<file path="config.mk">
export PLATFORM = sky130hd
export DESIGN_NAME = bus_xfer_seq
export DESIGN_NICKNAME = d
export VERILOG_FILES = /design/src/rtl/bus_pkg.sv /design/src/rtl/bus_req_fifo.sv /design/src/rtl/bus_xfer_seq.sv
export SDC_FILE = /design/constraint.sdc
export NUM_CORES = 1
export LEC_CHECK = 0
export CORE_MARGIN = 4
export CORE_UTILIZATION = 35
export CTS_CLUSTER_DIAMETER = 40
export CTS_CLUSTER_SIZE = 25
export DETAILED_ROUTE_END_ITERATION = 12
export GPL_ROUTABILITY_DRIVEN = 1
export PLACE_DENSITY_LB_ADDON = 0.08
export SLEW_MARGIN = 20
export SYNTH_ARGS = -nofsm -noshare
export SYNTH_HDL_FRONTEND = slang
export SYNTH_SLANG_ARGS = --single-unit
export TNS_END_PERCENT = 30
</file>
<file path="constraint.sdc">
create_clock -name clk -period 6.9 [get_ports clk]
set_input_delay 1.38 -clock clk [delete_from_list [all_inputs] [get_ports clk]]
set_output_delay 1.38 -clock clk [all_outputs]
set_load 0.02 [all_outputs]
</file>
<file path="src/rtl/bus_pkg.sv">
// Shared constants, register codes, FSM states and width helpers for the bus transfer sequencer.
package bus_pkg;

    localparam int unsigned BUS_W  = 24;
    localparam int unsigned N_REG  = 16;
    localparam int unsigned CODE_W = 4;

    localparam logic [CODE_W-1:0] PC   = 4'd0;
    localparam logic [CODE_W-1:0] IR   = 4'd1;
    localparam logic [CODE_W-1:0] AR   = 4'd2;
    localparam logic [CODE_W-1:0] AC   = 4'd3;
    localparam logic [CODE_W-1:0] X    = 4'd4;
    localparam logic [CODE_W-1:0] Y    = 4'd5;
    localparam logic [CODE_W-1:0] Z    = 4'd6;
    localparam logic [CODE_W-1:0] STXY = 4'd7;
    localparam logic [CODE_W-1:0] STYZ = 4'd8;
    localparam logic [CODE_W-1:0] STXZ = 4'd9;
    localparam logic [CODE_W-1:0] R    = 4'd10;
    localparam logic [CODE_W-1:0] R1   = 4'd11;
    localparam logic [CODE_W-1:0] R2   = 4'd12;
    localparam logic [CODE_W-1:0] R3   = 4'd13;
    localparam logic [CODE_W-1:0] DM   = 4'd14;
    localparam logic [CODE_W-1:0] IM   = 4'd15;

    typedef enum logic [2:0] {
        StIdle,
        StCheck,
        StDrive,
        StCapture,
        StWrite
    } state_e;

    function automatic int unsigned reg_width(input logic [CODE_W-1:0] code);
        case (code)
            X, Y, Z, R1, DM: return 8;
            AC, R2:          return 24;
            default:         return 16;
        endcase
    endfunction

    function automatic logic [BUS_W-1:0] width_mask(input logic [CODE_W-1:0] code);
        case (reg_width(code))
            8:       return 24'h0000FF;
            16:      return 24'h00FFFF;
            default: return 24'hFFFFFF;
        endcase
    endfunction

endpackage

</file>
<file path="src/rtl/bus_req_fifo.sv">
// Two-entry request buffer holding {src, dst} code pairs; pointers carry a wrap bit.
module bus_req_fifo (
    input  logic       clk,
    input  logic       rst,
    input  logic       push_i,
    input  logic [7:0] data_i,
    input  logic       pop_i,
    output logic [7:0] data_o,
    output logic       full_o,
    output logic       empty_o
);

    logic [7:0] mem_q [2];
    logic [1:0] wptr_q;
    logic [1:0] rptr_q;

    always_ff @(posedge clk or posedge rst) begin
        if (rst) begin
            wptr_q   <= 2'd0;
            rptr_q   <= 2'd0;
            mem_q[0] <= 8'd0;
            mem_q[1] <= 8'd0;
        end else begin
            if (push_i && !full_o) begin
                mem_q[wptr_q[0]] <= data_i;
                wptr_q           <= wptr_q + 2'd1;
            end
            if (pop_i && !empty_o) begin
                rptr_q <= rptr_q + 2'd1;
            end
        end
    end

    // Same slot index with differing wrap bits means the writer has lapped the reader.
    assign full_o  = (wptr_q[0] == rptr_q[0]) && (wptr_q[1] != rptr_q[1]);
    assign empty_o = (wptr_q == rptr_q);
    assign data_o  = mem_q[rptr_q[0]];

endmodule

</file>
<file path="src/rtl/bus_xfer_seq.sv">
// Sequences register-to-register moves over the shared bus: check, drive source, capture, write.
module bus_xfer_seq
    import bus_pkg::*;
(
    input  logic             clk,
    input  logic             rst,
    input  logic             req_valid,
    output logic             req_ready,
    input  logic [3:0]       req_src,
    input  logic [3:0]       req_dst,
    input  logic [BUS_W-1:0] busin,
    output logic             read_en,
    output logic [N_REG-1:0] src_sel,
    output logic [N_REG-1:0] dst_we,
    output logic [BUS_W-1:0] wdata,
    output logic             done,
    output logic             err,
    output logic [15:0]      xfer_cnt
);

    state_e           state_q;
    logic [3:0]       cur_src_q;
    logic [3:0]       cur_dst_q;
    logic [BUS_W-1:0] cap_q;
    logic [15:0]      xfer_cnt_q;
    logic             read_en_q;
    logic [N_REG-1:0] src_sel_q;
    logic [N_REG-1:0] dst_we_q;
    logic             done_q;
    logic             err_q;

    logic       fifo_full;
    logic       fifo_empty;
    logic       push;
    logic       pop;
    logic [7:0] head;

    function automatic logic is_illegal(input logic [3:0] src, input logic [3:0] dst);
        return (src == dst) || (dst == IM);
    endfunction

    assign req_ready = !fifo_full;
    assign push      = req_valid && req_ready;
    assign pop       = (state_q == StIdle) && !fifo_empty;

    bus_req_fifo u_fifo (
        .clk     (clk),
        .rst     (rst),
        .push_i  (push),
        .data_i  ({req_src, req_dst}),
        .pop_i   (pop),
        .data_o  (head),
        .full_o  (fifo_full),
        .empty_o (fifo_empty)
    );

    // Strobes are set on the edge entering their state so they are plain register outputs.
    always_ff @(posedge clk or posedge rst) begin
        if (rst) begin
            state_q    <= StIdle;
            cur_src_q  <= 4'd0;
            cur_dst_q  <= 4'd0;
            cap_q      <= '0;
            xfer_cnt_q <= 16'd0;
            read_en_q  <= 1'b0;
            src_sel_q  <= '0;
            dst_we_q   <= '0;
            done_q     <= 1'b0;
            err_q      <= 1'b0;
        end else begin
            done_q <= 1'b0;
            err_q  <= 1'b0;
            unique case (state_q)
                StIdle: begin
                    if (!fifo_empty) begin
                        cur_src_q <= head[7:4];
                        cur_dst_q <= head[3:0];
                        err_q     <= is_illegal(head[7:4], head[3:0]);
                        state_q   <= StCheck;
                    end
                end
                StCheck: begin
                    if (is_illegal(cur_src_q, cur_dst_q)) begin
                        state_q <= StIdle;
                    end else begin
                        read_en_q <= 1'b1;
                        src_sel_q <= N_REG'(1) << cur_src_q;
                        state_q   <= StDrive;
                    end
                end
                StDrive: begin
                    state_q <= StCapture;
                end
                StCapture: begin
                    cap_q      <= busin & width_mask(cur_src_q);
                    read_en_q  <= 1'b0;
                    src_sel_q  <= '0;
                    dst_we_q   <= N_REG'(1) << cur_dst_q;
                    done_q     <= 1'b1;
                    xfer_cnt_q <= xfer_cnt_q + 16'd1;
                    state_q    <= StWrite;
                end
                StWrite: begin
                    dst_we_q <= '0;
                    state_q  <= StIdle;
                end
                default: begin
                    state_q <= StIdle;
                end
            endcase
        end
    end

    assign read_en  = read_en_q;
    assign src_sel  = src_sel_q;
    assign dst_we   = dst_we_q;
    assign done     = done_q;
    assign err      = err_q;
    assign xfer_cnt = xfer_cnt_q;
    assign wdata    = (state_q == StWrite) ? (cap_q & width_mask(cur_dst_q)) : '0;

endmodule

</file>
=== Word level (Yosys, flattened, before mapping) ===
Cells that the tools add are included.

* Register bits after elaboration: 106
* Input port bits: 35
* Logic and storage cells: 101

* Add/sub/neg operators: 3
* Order comparisons: 3
* Equality and inequality tests: 31
* Shift operators: 2
* Muxes and demuxes: 24
* Bitwise operators: 5
* Reductions and logical operators: 19

{| class="wikitable"
|+ Operator list
! cell !! count
|-
| case mux 24 bit (2 select lines) || 2
|-
| equality test 32 x 4 -> 1 bit (second input constant) || 2
|-
| equality test 32 x 5 -> 1 bit (second input constant) || 2
|-
| case mux 16 bit (2 select lines) || 2
|-
| AND 24 bit || 2
|-
| two-way mux 24 bit || 2
|-
| equality test 4 bit (second input constant) || 8
|-
| two-way mux 32 bit || 1
|-
| two-way mux 8 bit || 4
|-
| left shift 1 x 4 -> 16 bit (first input constant) || 2
|-
| equality test 4 x 3 -> 1 bit (second input constant) || 6
|-
| case mux 5 bit (2 select lines) || 2
|-
| adder 16 x 1 -> 16 bit (second input constant) || 1
|-
| bitwise mux 16 bit || 1
|-
| two-way mux 16 bit || 1
|-
| case mux 3 bit (4 select lines) || 1
|-
| OR reduction 5 bit || 2
|-
| demux 8 bit (select 1 bit) || 1
|-
| equality test 4 x 2 -> 1 bit (second input constant) || 2
|-
| equality test 4 bit || 2
|-
| equality test 3 x 2 -> 1 bit (second input constant) || 2
|-
| logical AND 1 bit || 6
|-
| adder 2 x 1 -> 2 bit (second input constant) || 2
|-
| >= comparator 2 bit (second input constant) || 2
|-
| 19 further kinds || 29
|}

=== Longest topological paths before layout ===
* Word-level depth: 8
* Gate-level depth with buffers: 6

=== Hierarchy ===
From an unflattened synthesis, not the netlist that was laid out.

* Cells, all modules: 414
* Area total of the unflattened synthesis: 4790.8 sq um

{| class="wikitable"
|+ By module, submodules not included
! module !! instances !! cells each !! area each (sq um)
|-
| bus_xfer_seq || 1 || 343 || 3849.9
|-
| bus_req_fifo || 1 || 71 || 940.9
|}

=== Least setup slack after synthesis ===
Ideal clock, no wire load.

* Kind: register -> output
* Start point: register state_q[0]
* End point: output wdata[10]
* Arrival: 1.466 ns
* Path slack: 4.054 ns
* Stages on the path, launching flop included: 6
* Path buffers: 1
* Cell sequence: dfrtp_1 -> nor3b_2 -> clkbuf_1 -> o21ai_0 -> a21oi_2 -> and2_1

* Longest elaborated chain between the ends: 2

{| class="wikitable"
|+ RTL lines
! what !! line !! source
|-
| from (decl) || bus_xfer_seq.sv:21 || <nowiki>state_e state_q;</nowiki>
|-
| from (signal assigned) || bus_xfer_seq.sv:60 || <nowiki>state_q <= StIdle;</nowiki>
|-
| from (signal assigned) || bus_xfer_seq.sv:79 || <nowiki>state_q <= StCheck;</nowiki>
|-
| from (signal assigned) || bus_xfer_seq.sv:84 || <nowiki>state_q <= StIdle;</nowiki>
|-
| equality test 3 bit || bus_xfer_seq.sv:120 || <nowiki>assign wdata = (state_q == StWrite) ? (cap_q & width_mask(cur_dst_q)) : '0;</nowiki>
|-
| two-way mux 24 bit || bus_xfer_seq.sv:120 ||
|-
| to (decl) || bus_xfer_seq.sv:15 || <nowiki>output logic [BUS_W-1:0] wdata,</nowiki>
|}

Every way passes these cells.

=== Worst setup path after layout ===
* Start point: register state_q[0]
* End point: output wdata[8]

Same word-level chain as after synthesis.

==> impl.org <==
** Status
- The flow ran to the end, and the final reports show no timing, DRC or antenna violations.

** Routing
- Via Count :: 3368
- Post-detailed-route count of antenna-violating nets :: 0
- Mean number of vias per cell :: between 4 and 5
- Residual DRC count :: 0
- Pre-antenna DRT Iters :: 4
- In the final routed layout, each cell accounts on average for approximately 16 µm.
- For this block, the routed nets add up to around 11000 µm of wire.
- Iter 0 DRT Violations :: 175

** Pwr
- For this design the ratio of total power to cell area is 436 mW/mm².
- Cell Int Power :: 1.69 mW
- VDD sags by at most 0.243 mV.
- Of the total power, the share spent switching nets is 0.383.
- Overall power consumption :: between 2 and 3 mW
- For this design the static power due to leakage is 2.71 nW.
- The share of total power dissipated in combinational logic is 0.401.
- Power share of the clock group :: 0.190
- Of the total power, registers draw 0.409.
- The analysis attributes to net switching a power of 1.05 mW.

** Setup path
- On the critical path the largest part of the delay comes from simple AND/OR/NAND/NOR gates.
- Launching element type of the critical path :: flip-flop
- The number of cells on the worst reg-to-reg path is 3.
- Critical setup path kind :: flip-flop to primary output
- Number of buffers and inverters on the critical path :: 1
- In this run the critical register-to-register path is launched from state_q[0].
- Data on the critical path arrives at its endpoint at 2670 ps.
- In this run the number of cells on the critical path is 5.
- Crit path max fanout :: 11
- Cell chain of the critical path :: nor3b_2 -> o21ai_0 -> a21oi_2 -> and2_1 -> clkdlybuf4s50_1
- Crit end category :: primary output
- For this run, the slowest stage of the critical path takes approximately 600 ps.
- Capture point of the worst reg-to-reg path :: cap_q[22]
- Reg2Reg Setup Slack :: 4720 ps
- Slowest cell on the critical path :: sky130_fd_sc_hd__clkdlybuf4s50_1
- Worst Path Required :: about 5500 ps

** Timing
- The max-slew violation count was 0.
- Max-slew headroom at the worst pin :: 0.503
- Unrepaired setup endpoints after global routing :: no
- Portion of the clock cycle consumed by the worst path in the final layout :: 0.586
- For this run, the top clock speed supported by timing is 247 MHz.
- Final min period :: 4050 ps
- Total Neg Setup Slack :: 0 ps
- The final count of hold timing violations was 0.
- For the final database, setup skew stands at 5.61 ps.
- Setup violation total in the final timing report :: 0
- At the pin with the least slew margin, the transition time is around 750 ps.

** Global route
- In the global route stage, overall resource usage came out at 0.143.
- Initial antenna violation count :: 0
- Number of global-route vias before repair :: 3415
- Largest net degree at the start of global routing :: 55
- For this run the aggregate overflow at the end of global routing stands at 0.
- The first global-routing pass estimated 18000 µm of wire.

** Clock tree
- Clock insertion delay at the later pin of the skew report :: 350 ps
- Post-CTS setup buffers :: 0
- Clock tree from TritonCTS :: built
- Post-cts hold buffer count :: 0
- Clk Tree Root Cell :: sky130_fd_sc_hd__clkbuf_16
- No sink is reached through more buffers than the 2 on the longest clock path.
- Clock tree synthesis inserted a total of 9 buffers.
- Htree depth :: 3
- In this run, post-CTS repair resized a total of 0 instances.
- Clock transition time at the flip-flop clock pins of the worst setup and hold paths :: 70 ps
- Count of clock tree sinks :: 106

** Worst hold path
- Hold path cells :: 2
- Source of the worst hold timing path :: cap_q[2]
- The path with the worst hold slack has its endpoint at cap_q[2].
- Hold WC Path Type :: flip-flop to flip-flop

** Logic synthesis
- Synth cell types :: 48
- In the synthesized netlist, the cells that appear most often are sky130_fd_sc_hd__dfrtp_1 (106), sky130_fd_sc_hd__nand2_1 (70), sky130_fd_sc_hd__a22o_1 (28).
- Number of storage elements in the synthesis netlist :: 106
- Seq/Total Area, Yosys :: 0.556
- Leading post-synthesis cells by cell area :: sky130_fd_sc_hd__dfrtp_1 (56%), sky130_fd_sc_hd__nand2_1 (5.5%), sky130_fd_sc_hd__a22o_1 (5.1%)
- Average size of a mapped cell :: 11.8 µm²
- Top-count cell post-synth :: sky130_fd_sc_hd__dfrtp_1
- Among all flip-flop cells after synthesis, the most frequent one is sky130_fd_sc_hd__dfrtp_1.
- Async SR Flop Fraction :: 1.00
- Count of flip-flops with a built-in enable after synthesis :: 0
- Synthesis produced 406 cells.
- The Yosys step of the flow raised 0 warnings.
- Synthesis produced a netlist with a net count of between 400 and 500.
- The synthesized netlist occupies a cell area of ~0.0048 mm².
- Top cell type by total area after synthesis :: sky130_fd_sc_hd__dfrtp_1
- Of the post-synthesis cell area, the dominant cell type holds 0.556.

** Die
- The floorplan step defined a die boundary enclosing between 0.015 and 0.02 mm².
- Floorplan die height :: 125 µm
- The initialized floorplan defines 42 standard-cell rows.
- For this configuration, the core starts out at a cell density of 0.359.
- Die outline width :: 125 µm
- Core area :: approximately 0.013 mm²
- During I/O placement, the number of pins put on the boundary was 111.

** Finish
- Area growth syn-to-layout :: 31.7%
- Number of nets in the layout :: 544
- Antenna cell count :: 0
- Share of layout cells above drive strength 1 :: 0.105
- Measured on the finished design, the core utilization comes to 0.473.

** Placed design
- Detailed placement ended at an HPWL of between 7000 and 8000 µm.
- Routability-driven placement finished with a final weighted congestion of between 0.7 and 0.8.
- Port buffering added 110 buffers.

** Job
- # Max-Cap Violations :: 0
-- cell type report --
type / count / area (µm²)
Clock inverter: 7 / 77.6
Fill cell: 1235 / 7010
Tap cell: 176 / 220
Clock buffer: 9 / 225
Multi-Input combinational cell: 276 / 1980
Timing Repair Buffer: 111 / 1110
Inverter: 4 / 17.5
Sequential cell: 106 / 2650
-- worst max-delay path by stage --
stage	startpoint	endpoint	slack (ps)
finish	state_q[0]	wdata[8]	2850
global route	state_q[0]	wdata[11]	2600
CTS	state_q[0]	wdata[12]	2740
detailed placement	state_q[0]	wdata[12]	3140
global placement	state_q[0]	wdata[8]	3220
floorplan	rst	cap_q[0]	2730
-- worst register-to-register path: stages, from the launching register on --
cell	delay [ps]
sky130_fd_sc_hd__dfrtp_1	490
sky130_fd_sc_hd__nand3b_4	560
sky130_fd_sc_hd__a21oi_1	830
sky130_fd_sc_hd__a22o_1	240
-- state kept, by name, summed over array words and instances, names as in the netlist --
name,flops
cap_q,24
cur_dst_q,4
cur_src_q,4
done,1
dst_we,16
err,1
read_en,1
src_sel,16
state_q,3
u_fifo.mem_q,16
u_fifo.rptr_q,2
u_fifo.wptr_q,2
xfer_cnt,16
-- metrics by stage --
| step | instance area (µm²) | worst slack (ps) | std cells | hold WS (ps) |
|---|---|---|---|---|
| 6_report | 6280 | 2850 | 689 | 470 |
| 3_5_place_dp | 5980 | 3140 | 673 | 455 |
| 5_1_grt | 6280 | 2600 | 689 | 487 |
| 4_1_cts | 6280 | 2740 | 689 | 473 |
| 2_1_floorplan | 4770 | 2730 | 406 | 437 |
| 3_3_place_gp | 5980 | 3220 | 673 | 454 |
-- layer usage --
layer / up-vias / track usage / wire (µm) / part of all wire
met2: 88 / 0.218 / 4970 / 0.46
met1: 1650 / 0.195 / 5300 / 0.49
met4: 0 / 0.0574 / 201 / 0.018
met3: 14 / 0.0356 / 446 / 0.041
li1: 1616 / - / - / -
met5: - / 0 / 0 / 0
-- layout by cell type (no fill, tap or decap), types with 3 or more instances in the layout --
cell type                         netlist  routed
sky130_fd_sc_hd__a32o_1                 4       4
sky130_fd_sc_hd__clkbuf_16              0       9
sky130_fd_sc_hd__o21ai_0                9       9
sky130_fd_sc_hd__a22o_1                28      28
sky130_fd_sc_hd__dfrtp_1              106     106
sky130_fd_sc_hd__nor3_2                 3       3
sky130_fd_sc_hd__xor2_1                 6       6
sky130_fd_sc_hd__mux2i_1               24      24
sky130_fd_sc_hd__mux2_2                18      18
sky130_fd_sc_hd__xnor2_1               25      25
sky130_fd_sc_hd__and2_1                24      24
sky130_fd_sc_hd__nor3_1                 3       3
sky130_fd_sc_hd__nor2_1                 7       7
sky130_fd_sc_hd__nand4_1                6       6
sky130_fd_sc_hd__nand2_1               70      70
sky130_fd_sc_hd__clkdlybuf4s50_1        0     110
sky130_fd_sc_hd__nand3_1               11      11
sky130_fd_sc_hd__nor2b_1                7       7
-- power groups by stage --
stage	combinational [mW]	sequential (mW)	clock [mW]
6_report	1.10	1.12	0.520
5_1_grt	1.20	1.16	0.562
4_1_cts	1.12	1.12	0.538
3_5_place_dp	1.11	1.13	0
3_3_place_gp	1.10	1.13	0
2_1_floorplan	0.780	1.11	0
-- cell families (layout without fill, tap and decap cells) --
family,Yosys count,after routing,synth area share
fa+ha+maj,1,1,0.00262
mux,42,42,0.0928
flops,106,106,0.556
xor+xnor,33,33,0.0637
compound gates,53,53,0.0939
simple gates,147,147,0.163
buf+inv,24,131,0.0283
No activity file was read; power rests on OpenSTA's default activity.
